### src/rtl/game_multi.sv
// Multi-object game core: one steerable player and N_OBJ-1 bouncers drawn over a
// switch-selected background that flashes red after each player/bouncer collision.
module game_multi #(
  parameter int              H_RES             = 800,
  parameter int              V_RES             = 600,
  parameter int              N_OBJ             = 4,
  parameter int              OBJ_W             = 8,
  parameter int              OBJ_H             = 20,
  parameter int              SPEED             = 1,
  parameter int              FRAMES_PER_ACTION = 2,
  parameter logic signed [7:0] ACCEL_CORR_X    = 8'sd3,
  parameter logic signed [7:0] ACCEL_CORR_Y    = 8'sd1,
  parameter int              ACCEL_DEAD        = 2,
  parameter int              FLASH_FRAMES      = 8
) (
  input  logic        pixel_clk,
  input  logic        rst_n,
  input  logic        button_c,
  input  logic        button_u,
  input  logic        button_d,
  input  logic        button_l,
  input  logic        button_r,
  input  logic [7:0]  accel_data_x,
  input  logic [7:0]  accel_data_y,
  input  logic [10:0] h_coord,
  input  logic [9:0]  v_coord,
  input  logic [2:0]  SW,
  output logic [3:0]  red,
  output logic [3:0]  green,
  output logic [3:0]  blue,
  output logic [1:0]  regime,
  output logic [15:0] hit_count
);

  localparam int HMAX = H_RES - 1 - OBJ_W;
  localparam int VMAX = V_RES - 1 - OBJ_H;
  localparam int FCW  = (FRAMES_PER_ACTION > 1) ? $clog2(FRAMES_PER_ACTION) : 1;
  localparam int FLW  = (FLASH_FRAMES > 0) ? $clog2(FLASH_FRAMES + 1) : 1;
  localparam logic signed [7:0] DEAD_P = 8'(ACCEL_DEAD);
  localparam logic signed [7:0] DEAD_N = -DEAD_P;

  typedef enum logic [1:0] {
    REG_BUTTONS = 2'd0,
    REG_ACCEL   = 2'd1,
    REG_PAUSE   = 2'd2
  } regime_e;

  regime_e           regime_q;
  logic [15:0]       hitCount_q;
  logic [FCW-1:0]    frameCnt_q;
  logic [FLW-1:0]    flashCnt_q;
  logic              eof_q;
  logic              btnC_q;
  logic [10:0]       objH_q [N_OBJ];
  logic [10:0]       objV_q [N_OBJ];
  logic [N_OBJ-1:0]  dh_q;
  logic [N_OBJ-1:0]  dv_q;

  logic [10:0]       objH_d [N_OBJ];
  logic [10:0]       objV_d [N_OBJ];
  logic [N_OBJ-1:0]  dh_d;
  logic [N_OBJ-1:0]  dv_d;
  logic              upd;
  logic              moving;
  logic              hit;
  logic              goL, goR, goU, goD;
  logic signed [7:0] ax;
  logic signed [7:0] ay;

  // All coordinate arithmetic is done at 12 bits so pos+OBJ_W/SPEED cannot wrap.
  function automatic logic [10:0] incClamp(input logic [10:0] pos, input logic [11:0] lim);
    logic [11:0] sum;
    sum = {1'b0, pos} + 12'(SPEED);
    return (sum >= lim) ? lim[10:0] : sum[10:0];
  endfunction

  function automatic logic incHitsBound(input logic [10:0] pos, input logic [11:0] lim);
    return ({1'b0, pos} + 12'(SPEED)) >= lim;
  endfunction

  function automatic logic [10:0] decClamp(input logic [10:0] pos);
    return ({1'b0, pos} <= 12'(SPEED)) ? 11'd0 : pos - 11'(SPEED);
  endfunction

  function automatic logic decHitsBound(input logic [10:0] pos);
    return {1'b0, pos} <= 12'(SPEED);
  endfunction

  function automatic logic overlap(input logic [10:0] ah, input logic [10:0] av,
                                   input logic [10:0] bh, input logic [10:0] bv);
    logic [11:0] ah12, av12, bh12, bv12;
    ah12 = {1'b0, ah};
    av12 = {1'b0, av};
    bh12 = {1'b0, bh};
    bv12 = {1'b0, bv};
    return (ah12 <= bh12 + 12'(OBJ_W)) && (bh12 <= ah12 + 12'(OBJ_W)) &&
           (av12 <= bv12 + 12'(OBJ_H)) && (bv12 <= av12 + 12'(OBJ_H));
  endfunction

  function automatic logic inObj(input logic [11:0] px, input logic [11:0] py,
                                 input logic [10:0] oh, input logic [10:0] ov);
    logic [11:0] oh12, ov12;
    oh12 = {1'b0, oh};
    ov12 = {1'b0, ov};
    return (px >= oh12) && (px <= oh12 + 12'(OBJ_W)) &&
           (py >= ov12) && (py <= ov12 + 12'(OBJ_H));
  endfunction

  function automatic logic [10:0] initH(input int idx);
    int p;
    p = (idx == 0) ? (H_RES - OBJ_W) / 2 : idx * (H_RES / N_OBJ);
    if (p > HMAX) p = HMAX;
    return 11'(p);
  endfunction

  function automatic logic [10:0] initV(input int idx);
    int p;
    p = (idx == 0) ? (V_RES - OBJ_H) / 2 : V_RES / 4;
    if (p > VMAX) p = VMAX;
    return 11'(p);
  endfunction

  // Candidate positions are always computed; the register block only takes
  // them on an update strobe outside pause.
  always_comb begin
    upd    = eof_q && (frameCnt_q == '0);
    moving = upd && (regime_q != REG_PAUSE);
    ax     = $signed(accel_data_x) + ACCEL_CORR_X;
    ay     = $signed(accel_data_y) + ACCEL_CORR_Y;
    goL    = 1'b0;
    goR    = 1'b0;
    goU    = 1'b0;
    goD    = 1'b0;
    hit    = 1'b0;
    objH_d = objH_q;
    objV_d = objV_q;
    dh_d   = dh_q;
    dv_d   = dv_q;

    if (regime_q == REG_BUTTONS) begin
      goL = button_l;
      goR = !button_l && button_r;
      goU = button_u;
      goD = !button_u && button_d;
    end else if (regime_q == REG_ACCEL) begin
      goL = ay > DEAD_P;
      goR = ay < DEAD_N;
      goU = ax < DEAD_N;
      goD = ax > DEAD_P;
    end

    for (int i = 1; i < N_OBJ; i++) begin
      if (overlap(objH_q[0], objV_q[0], objH_q[i], objV_q[i])) hit = 1'b1;
    end

    if (goL)      objH_d[0] = decClamp(objH_q[0]);
    else if (goR) objH_d[0] = incClamp(objH_q[0], 12'(HMAX));
    if (goU)      objV_d[0] = decClamp(objV_q[0]);
    else if (goD) objV_d[0] = incClamp(objV_q[0], 12'(VMAX));

    // Reaching a wall counts as a bounce, so the direction flips on arrival.
    for (int i = 1; i < N_OBJ; i++) begin
      if (dh_q[i]) begin
        objH_d[i] = incClamp(objH_q[i], 12'(HMAX));
        if (incHitsBound(objH_q[i], 12'(HMAX))) dh_d[i] = 1'b0;
      end else begin
        objH_d[i] = decClamp(objH_q[i]);
        if (decHitsBound(objH_q[i])) dh_d[i] = 1'b1;
      end
      if (dv_q[i]) begin
        objV_d[i] = incClamp(objV_q[i], 12'(VMAX));
        if (incHitsBound(objV_q[i], 12'(VMAX))) dv_d[i] = 1'b0;
      end else begin
        objV_d[i] = decClamp(objV_q[i]);
        if (decHitsBound(objV_q[i])) dv_d[i] = 1'b1;
      end
    end
  end

  always_ff @(posedge pixel_clk) begin
    if (!rst_n) begin
      regime_q   <= REG_BUTTONS;
      hitCount_q <= '0;
      frameCnt_q <= '0;
      flashCnt_q <= '0;
      eof_q      <= 1'b0;
      btnC_q     <= 1'b0;
      dh_q       <= '1;
      dv_q       <= '1;
      for (int i = 0; i < N_OBJ; i++) begin
        objH_q[i] <= initH(i);
        objV_q[i] <= initV(i);
      end
    end else begin
      eof_q  <= (h_coord == 11'(H_RES - 1)) && (v_coord == 10'(V_RES - 1));
      btnC_q <= button_c;

      if (button_c && !btnC_q) begin
        case (regime_q)
          REG_BUTTONS: regime_q <= REG_ACCEL;
          REG_ACCEL:   regime_q <= REG_PAUSE;
          default:     regime_q <= REG_BUTTONS;
        endcase
      end

      if (eof_q) begin
        frameCnt_q <= (frameCnt_q == FCW'(FRAMES_PER_ACTION - 1)) ? '0 : frameCnt_q + FCW'(1);
      end

      if (moving && hit) begin
        flashCnt_q <= FLW'(FLASH_FRAMES);
        if (hitCount_q != 16'hFFFF) hitCount_q <= hitCount_q + 16'd1;
      end else if (eof_q && (flashCnt_q != '0)) begin
        flashCnt_q <= flashCnt_q - FLW'(1);
      end

      if (moving) begin
        objH_q <= objH_d;
        objV_q <= objV_d;
        dh_q   <= dh_d;
        dv_q   <= dv_d;
      end
    end
  end

  // Priority: player, then lowest-numbered bouncer, then flash, then switches.
  always_comb begin
    logic [11:0] px, py;
    px    = {1'b0, h_coord};
    py    = {2'b00, v_coord};
    red   = SW[0] ? 4'h8 : 4'h0;
    green = SW[1] ? 4'h8 : 4'h0;
    blue  = SW[2] ? 4'h8 : 4'h0;
    if (flashCnt_q != '0) begin
      red   = 4'hF;
      green = 4'h0;
      blue  = 4'h0;
    end
    for (int i = N_OBJ - 1; i >= 1; i--) begin
      if (inObj(px, py, objH_q[i], objV_q[i])) begin
        red   = (i % 2 == 1) ? 4'hF : 4'h0;
        green = (i % 2 == 1) ? 4'h0 : 4'hF;
        blue  = 4'hF;
      end
    end
    if (inObj(px, py, objH_q[0], objV_q[0])) begin
      red   = 4'hF;
      green = 4'hF;
      blue  = 4'hF;
    end
  end

  assign regime    = regime_q;
  assign hit_count = hitCount_q;

endmodule

### config.mk
export PLATFORM = sky130hd
export DESIGN_NAME = game_multi
export DESIGN_NICKNAME = d
export VERILOG_FILES = /design/src/rtl/game_multi.sv
export SDC_FILE = /design/constraint.sdc
export NUM_CORES = 1
export LEC_CHECK = 0
export CORE_UTILIZATION = 62
export DETAILED_ROUTE_END_ITERATION = 12
export GPL_TIMING_DRIVEN = 0
export PLACE_DENSITY = 0.88
export SETUP_SLACK_MARGIN = 0.02
export SLEW_MARGIN = 20
export SYNTH_ARGS = -nofsm -noshare
export SYNTH_HDL_FRONTEND = slang
export SYNTH_SLANG_ARGS = --single-unit
### constraint.sdc
create_clock -name pixel_clk -period 5.2 [get_ports pixel_clk]
set_input_delay 1.04 -clock pixel_clk [delete_from_list [all_inputs] [get_ports pixel_clk]]
set_output_delay 1.04 -clock pixel_clk [all_outputs]
set_load 0.02 [all_outputs]
==> qor.txt, run 1 <==
TritonCTS Buffers - 17
Tmin final - 5129 ps
Total of max-cap violations - 0
Nature of the critical path endpoint - output port
Worst-Skew Late Latency - 450 ps
Pwr/cell area - 131.6 mW/mm²
Vias per std cell - 7.015
DRC viols - 0
Root buf cell - clkbuf_16
Number of global-route vias before repair - 19130
Startpoint types - input port
Layout cells sized above 1 - 7.787%
Maximum clock path buffer count - 2
Syn_area_per_cell - 7.298 µm²
Max Clock Skew - 18.74 ps
Post-DRT Antenna Nets - 0
# fillers - 2363
Area grow syn2layout - 12.54%
Detailed Place HPWL - 52690 µm
Routed vias - 20410
WL/cell - 24.24 µm
Worst-margin pin slew - 1263 ps
I/O pins - 77
Die H - 170.6 µm
Worst EP arrival - 4090 ps
Worst min-delay path class - flop to flop
VDD IR max - 0.1839 mV
CTS tree - done
Final Hold Vio Count - 0
Clk pin slew, worst setup/hold paths - 70 ps
Final setup viols - 0
Util after Layout - 71.17%
Nets - 2842
Setup TNS - 0 ps
Die area - 0.02909 mm²
Largest net degree at the start of global routing - 17
Top_reg_cell synth - dfxtp_1
Min-delay src - hit_count[3]
Library cells used by synthesis - 90
Initial core utilization - 63.24%
YS warnings - 0
Synth Cell Area - 0.01762 mm²
Post-synth EDFFs - 0
Initial antenna violation count - 1
Data required, critical path - 4160 ps
Drt first pass iters - 8
Worst Setup Path Type - input port to output port
Post-synth ARST share - 0%
WL final - 70530 µm
H-tree Lvls - 4
Worst R2R Start - objH_q[40]
Slew Limit Fails - 0
# rows - 61
Port buffer count - 76
Relative slew slack - 15.82%
Synth Net Count - 2739
First-pass GRT wire length - 106200 µm
CP max FO - 9
Tcrit/Tclk final - 98.63%
Placeable Area - 0.02786 mm²
Gr usage total - 47.57%
Peak Freq - 195.0 MHz
Cells after Synth - 2414
Hold buffers post-CTS - 0
DIE WIDTH - 170.6 µm
GP Congestion - 1.026
Initial DRC count - 2547
Status - finished, final reports clean
Leakage - 7.933 nW
Crit path from - h_coord[5]
Flops & latches, synth - 119
Clock sinks - 119
Seq/Total Area, Yosys - 13.52%
Remaining Overflow, GRT - 0
==> what timing repair did <==
action	in CTS	in global routing
gates resized for setup	118	80
pin swaps	8	7
cloned	0	0
endpoints found under the setup margin	12	12
buffers inserted	2	9
==> synth_stat cells, drive strengths merged, types with 14 or more instances <==
cell | n | area, µm²
ha | 278 | 3478
a21oi | 191 | 959.7
o21ai | 185 | 929.6
nand2 | 168 | 630.6
nor2 | 165 | 619.3
inv | 134 | 503.0
dfxtp | 119 | 2382
clkbuf | 117 | 441.7
xnor2 | 101 | 884.6
nand3 | 89 | 450.4
nor3 | 81 | 416.7
a21o | 63 | 473.0
nand4 | 58 | 362.9
and3 | 50 | 312.8
nand2b | 35 | 219.0
a31oi | 33 | 206.5
nor2b | 33 | 206.5
buf | 31 | 176.4
a211oi | 30 | 225.2
or3 | 24 | 150.1
nor4 | 23 | 143.9
and2 | 21 | 131.4
o21a | 20 | 150.1
o211ai | 19 | 142.6
a221oi | 18 | 157.7
a22oi | 17 | 127.6
mux2i | 17 | 170.2
o311ai | 17 | 148.9
o31ai | 17 | 127.6
and4 | 15 | 131.4
maj3 | 14 | 140.1
o221ai | 14 | 122.6
==> area by class of cell <==
type | count | area [µm²] | share of cell area (%)
Multi-Input combinational cell | 2005 | 14330 | 72.29
Antenna cell | 1 | 2.502 | 0.01262
Clock inverter | 15 | 181.4 | 0.9151
Inverter | 142 | 546.8 | 2.758
Buffer | 145 | 664.4 | 3.351
Clock buffer | 17 | 425.4 | 2.146
Tap cell | 378 | 473.0 | 2.386
Sequential cell | 119 | 2406 | 12.14
Timing Repair Buffer | 87 | 793.3 | 4.001
==> stage by stage <==
stage	power, mW	hold WS [ps]	setup slack, ps	cell area, µm²	instances
global placement	1.308	471.2	-1306	18850	2868
finish	2.609	496.7	71.26	19830	2909
floorplan	1.144	489.9	575.2	17620	2414
detailed placement	1.321	483.2	-1345	18870	2868
CTS	2.583	491.4	35.09	19630	2901
global route	2.666	509.0	-37.58	19820	2908
==> cells by family (layout without fill, tap and decap cells) <==
family	count (synthesis)	count (layout)	synth area share (%)
compound gates	770	770	28.76
flops	119	119	13.52
other cells	0	1	0
fa+ha+maj	292	292	20.54
xor+xnor	116	116	6.001
mux	20	20	1.222
simple gates	807	807	23.42
buf+inv	290	406	6.534
==> power by group <==
part	internal, mW	switching, mW
logic	0.148	0.256
registers	0.912	0.00225
clock network	0.727	0.563
==> worst paths after layout <==
kind / to / slack (ps) / depth (start not counted)
setup / recovery: green[1] / 70 / 12
hold / removal: hit_count[3] / 500 / 2
setup reg to reg: hit_count[1] / 410 / 16
hold reg to reg: hit_count[3] / 500 / 2
==> critical path: stages <==
cell             delay (ps)
buf_2                   330
ha_1                    330
a21o_1                  180
maj3_1                  350
a21oi_1                 190
a221oi_1                110
o211a_1                 290
nor4b_4                 550
nand2b_4                230
nand2_1                  80
buf_4                   140
clkdlybuf4s15_2         250
==> layout by cell type, fill, tap and decap left out, types with 21 or more instances in the layout <==
cell type        count
o21ai_0            175
and3_1              49
and2_1              21
buf_4               23
inv_1              130
clkbuf_1            90
clkbuf_2            21
nand2b_1            34
a21o_1              63
ha_1               275
nor2b_1             33
clkdlybuf4s50_1     43
nor4_1              21
or3_1               24
a31oi_1             33
xnor2_1             92
nor3_1              79
nand4_1             58
nand2_1            168
nor2_1             163
dfxtp_1            102
nand3_1             85
a211oi_1            28
a21oi_1            187
==> routing by layer <==
metal / track usage (%) / vias up / wire [µm]
li1: - / 9241 / -
met1: 55.70 / 9409 / 26060
met2: 73.66 / 1386 / 30180
met3: 13.74 / 369 / 8838
met4: 35.57 / 2 / 5435
met5: 0 / - / 15
==> state kept, by name, indices dropped and copies added (netlist names) <==
| name | cells |
|---|---|
| btnC_q | 1 |
| dh_q | 3 |
| dv_q | 3 |
| eof_q | 1 |
| flashCnt_q | 4 |
| frameCnt_q | 1 |
| hit_count | 16 |
| objH_q | 44 |
| objV_q | 44 |
| regime | 2 |
No activity file was read; power rests on OpenSTA's default activity.
==> inputs of run 2 (changes only) <==
- ABC_AREA: not set -> 1
==> run 2 against run 1 <==
  * Worst hold slack worse by 24 ps
  * Clock skew shrank 8.7 ps
  * Via count shrank 0.25%
  * Synthesized cell count rose by 15%
  * Critical path type unchanged
  * Highest routed layer is now met4
  * Largest cell class unchanged
==> qor.txt, run 2 <==
Status - finished, final reports clean
Synth Cell Area - 0.01754 mm²
Worst min-delay path class - flop to flop
Top cell type's share of synthesized area - 19.83%
Critical path capture point - green[1]
Maximum clock path buffer count - 2
Pwr/cell area - 131.1 mW/mm²
Worst path cell trace - dlygate4sd2_1, ha_1, inv_1, nor3_1, o211ai_1, o211ai_1, o21ai_0, inv_1, nand2_1, nor2_4, nand2_1, nand2_1, buf_4, dlygate4sd2_1
Tmin final - 5049 ps
Post-synth EDFFs - 0
Library cells used by synthesis - 62
WL final - 65220 µm
Detailed Place HPWL - 50350 µm
Worst-margin pin slew - 1212 ps
Nets - 3207
Vias per std cell - 6.219
TritonCTS Buffers - 17
H-tree Lvls - 4
Total of max-cap violations - 0
Syn_area_per_cell - 6.299 µm²
Reg2reg end - hit_count[14]
DRC viols - 0
Initial antenna violation count - 0
Synth area leader - ha_1
Layout cells sized above 1 - 6.805%
First-pass GRT wire length - 101500 µm
CP max-delay cell - dlygate4sd2_1
Routed vias - 20360
Die H - 170.2 µm
Seq/Total Area, Yosys - 13.58%
Relative slew slack - 19.19%
Final setup viols - 0
CP max FO - 10
Most frequent cells in the layout - nand2_1 (611), inv_1 (307), nor2_1 (288), ha_1 (278), nand3_1 (220)
Final Hold Vio Count - 0
Remaining Overflow, GRT - 0
Most numerous cell in the Yosys netlist - nand2_1
# rows - 61
GP Congestion - 1.023
CTS tree - done
Top_reg_cell synth - dfxtp_1
Die area - 0.02897 mm²
Post-synth top cells - nand2_1 (611), inv_1 (309), nor2_1 (290), ha_1 (278), nand3_1 (221)
Dominant cells by area after synthesis - ha_1 (20%), dfxtp_1 (14%), nand2_1 (13%), xor2_1 (6.9%), inv_1 (6.6%)
Crit-path leading delay family - buffers and inverters
WL/cell - 19.93 µm
YS warnings - 0
Reg2Reg Depth - 14
Worst Setup Path Type - input port to output port
Drt first pass iters - 6
VDD IR max - 0.1642 mV
Clock sinks - 119
Reg2reg setup slack - 1090 ps
Port buffer count - 75
CP most frequent cell - nand2_1
I/O pins - 77
Worst EP arrival - 4010 ps
Crit path from - v_coord[8]
Startpoint types - input port
Worst R2R Start - objV_q[43]
CP max stage delay - 750 ps
Synth Net Count - 3110
Nature of the critical path endpoint - output port
Hold Slack - 472.5 ps
Hold buffers post-CTS - 0
Overall power - 2.554 mW
Leakage - 9.401 nW
Largest net degree at the start of global routing - 17
Initial DRC count - 2043
RSZ-0062 raised after global routing - false
Placeable Area - 0.02778 mm²
Worst path depth - 14
DIE WIDTH - 170.2 µm
Area grow syn2layout - 11.07%
Gr usage total - 45.36%
Slew Limit Fails - 0
Commonest non-fill, non-tap cell in the layout - nand2_1
Flops & latches, synth - 119
Peak Freq - 198.1 MHz
Root buf cell - clkbuf_16
Worst-Skew Late Latency - 450 ps
Tcrit/Tclk final - 97.09%
Number of global-route vias before repair - 19110
Inserted Diodes - 0
Post-synth ARST share - 0%
Clk pin slew, worst setup/hold paths - 60 ps
Min-delay src - frameCnt_q
CP bufs+invs - 5
Post-DRT Antenna Nets - 0
Data required, critical path - 4160 ps
Cells after Synth - 2785
Max Clock Skew - 10.03 ps
Initial core utilization - 63.14%
## run 2: cell types whose count changed in the layout (fill, tap and decap cells not counted), sizes merged, moves of 87 or more
cell | previous run | this run
nand2 | 168 | 622
inv | 141 | 340
nand3 | 89 | 230
nor2 | 165 | 303
xor2 | 12 | 138
clkbuf | 137 | 50
xnor2 | 101 | 14
## run 2: worst reg2reg max path: cells and delay by family, from the launching register on
kind                     cells  cell delay (ps)
buffers and inverters        1              800
adder cells (fa/ha/maj)      1              380
AO/OA/AOI/OAI                3              500
flip-flops                   1              670
XOR/XNOR                     1              560
AND/OR/NAND/NOR              8             1120
## run 2: timing repair
action                     4_1_cts  5_1_grt
setup buffers                    4        0
setup endpoints to repair       12       10
cloned                           0        0
gates resized for setup         59       15
## run 2: logic make-up (layout without fill, tap and decap cells)
group	after synthesis	after routing	share of synthesized area, %
and+or+nand+nor	1320	1320	32.85
AOI/OAI and AO/OA	486	486	16.14
buffers and inverters	430	540	10.01
adders and majority gates	278	278	19.83
xor gates and xnor gates	152	152	7.589
DFF	119	119	13.58
## run 2: how the worst min path moves through the flow
stage | cells past startpoint | slack [ps] | end
2_1_floorplan | 2 | 440 | flashCnt_q[0]
3_5_place_dp | 2 | 460 | frameCnt_q
4_1_cts | 2 | 470 | frameCnt_q
3_3_place_gp | 2 | 450 | flashCnt_q[0]
6_report | 2 | 470 | frameCnt_q
5_1_grt | 2 | 510 | frameCnt_q
## run 2: area by class of cell
class / count / area (µm²)
flip-flops and latches: 119 / 2392
well taps: 378 / 473.0
clock inverters: 14 / 162.7
plain buffers: 88 / 476.7
fillers: 2595 / 8298
repair buffers: 79 / 762.0
multi-input cells: 2236 / 13490
inverters: 341 / 1289
clock buffers: 18 / 439.2
## run 2: report_power, final
| part | switching [mW] | internal, mW | total [mW] |
|---|---|---|---|
| Combinational | 0.236 | 0.130 | 0.366 |
| Clock | 0.542 | 0.731 | 1.27 |
| Sequential | 0.00198 | 0.913 | 0.915 |
| Total | 0.780 | 1.77 | 2.55 |
## run 2: through the flow
step / setup slack (ps) / cell area [µm²] / cells / util [%] / setup TNS [ps]
finish: 151.3 / 19480 / 3273 / 70.13 / 0
CTS: 91.62 / 19450 / 3273 / 70.02 / 0
global placement: -547.2 / 18770 / 3238 / 67.55 / -5766
detailed placement: -668.8 / 18770 / 3238 / 67.55 / -7035
global route: 23.65 / 19480 / 3273 / 70.13 / 0
floorplan: 1348 / 17540 / 2785 / - / 0
## run 2: layer usage
metal | share of wire (%) | vias up | global-route usage [%]
li1 | - | 9555 | -
met1 | 38 | 9240 | 53.05
met2 | 43 | 1194 | 71.45
met3 | 11 | 367 | 10.67
met4 | 8.3 | 0 | 35.45
met5 | 0 | - | 0
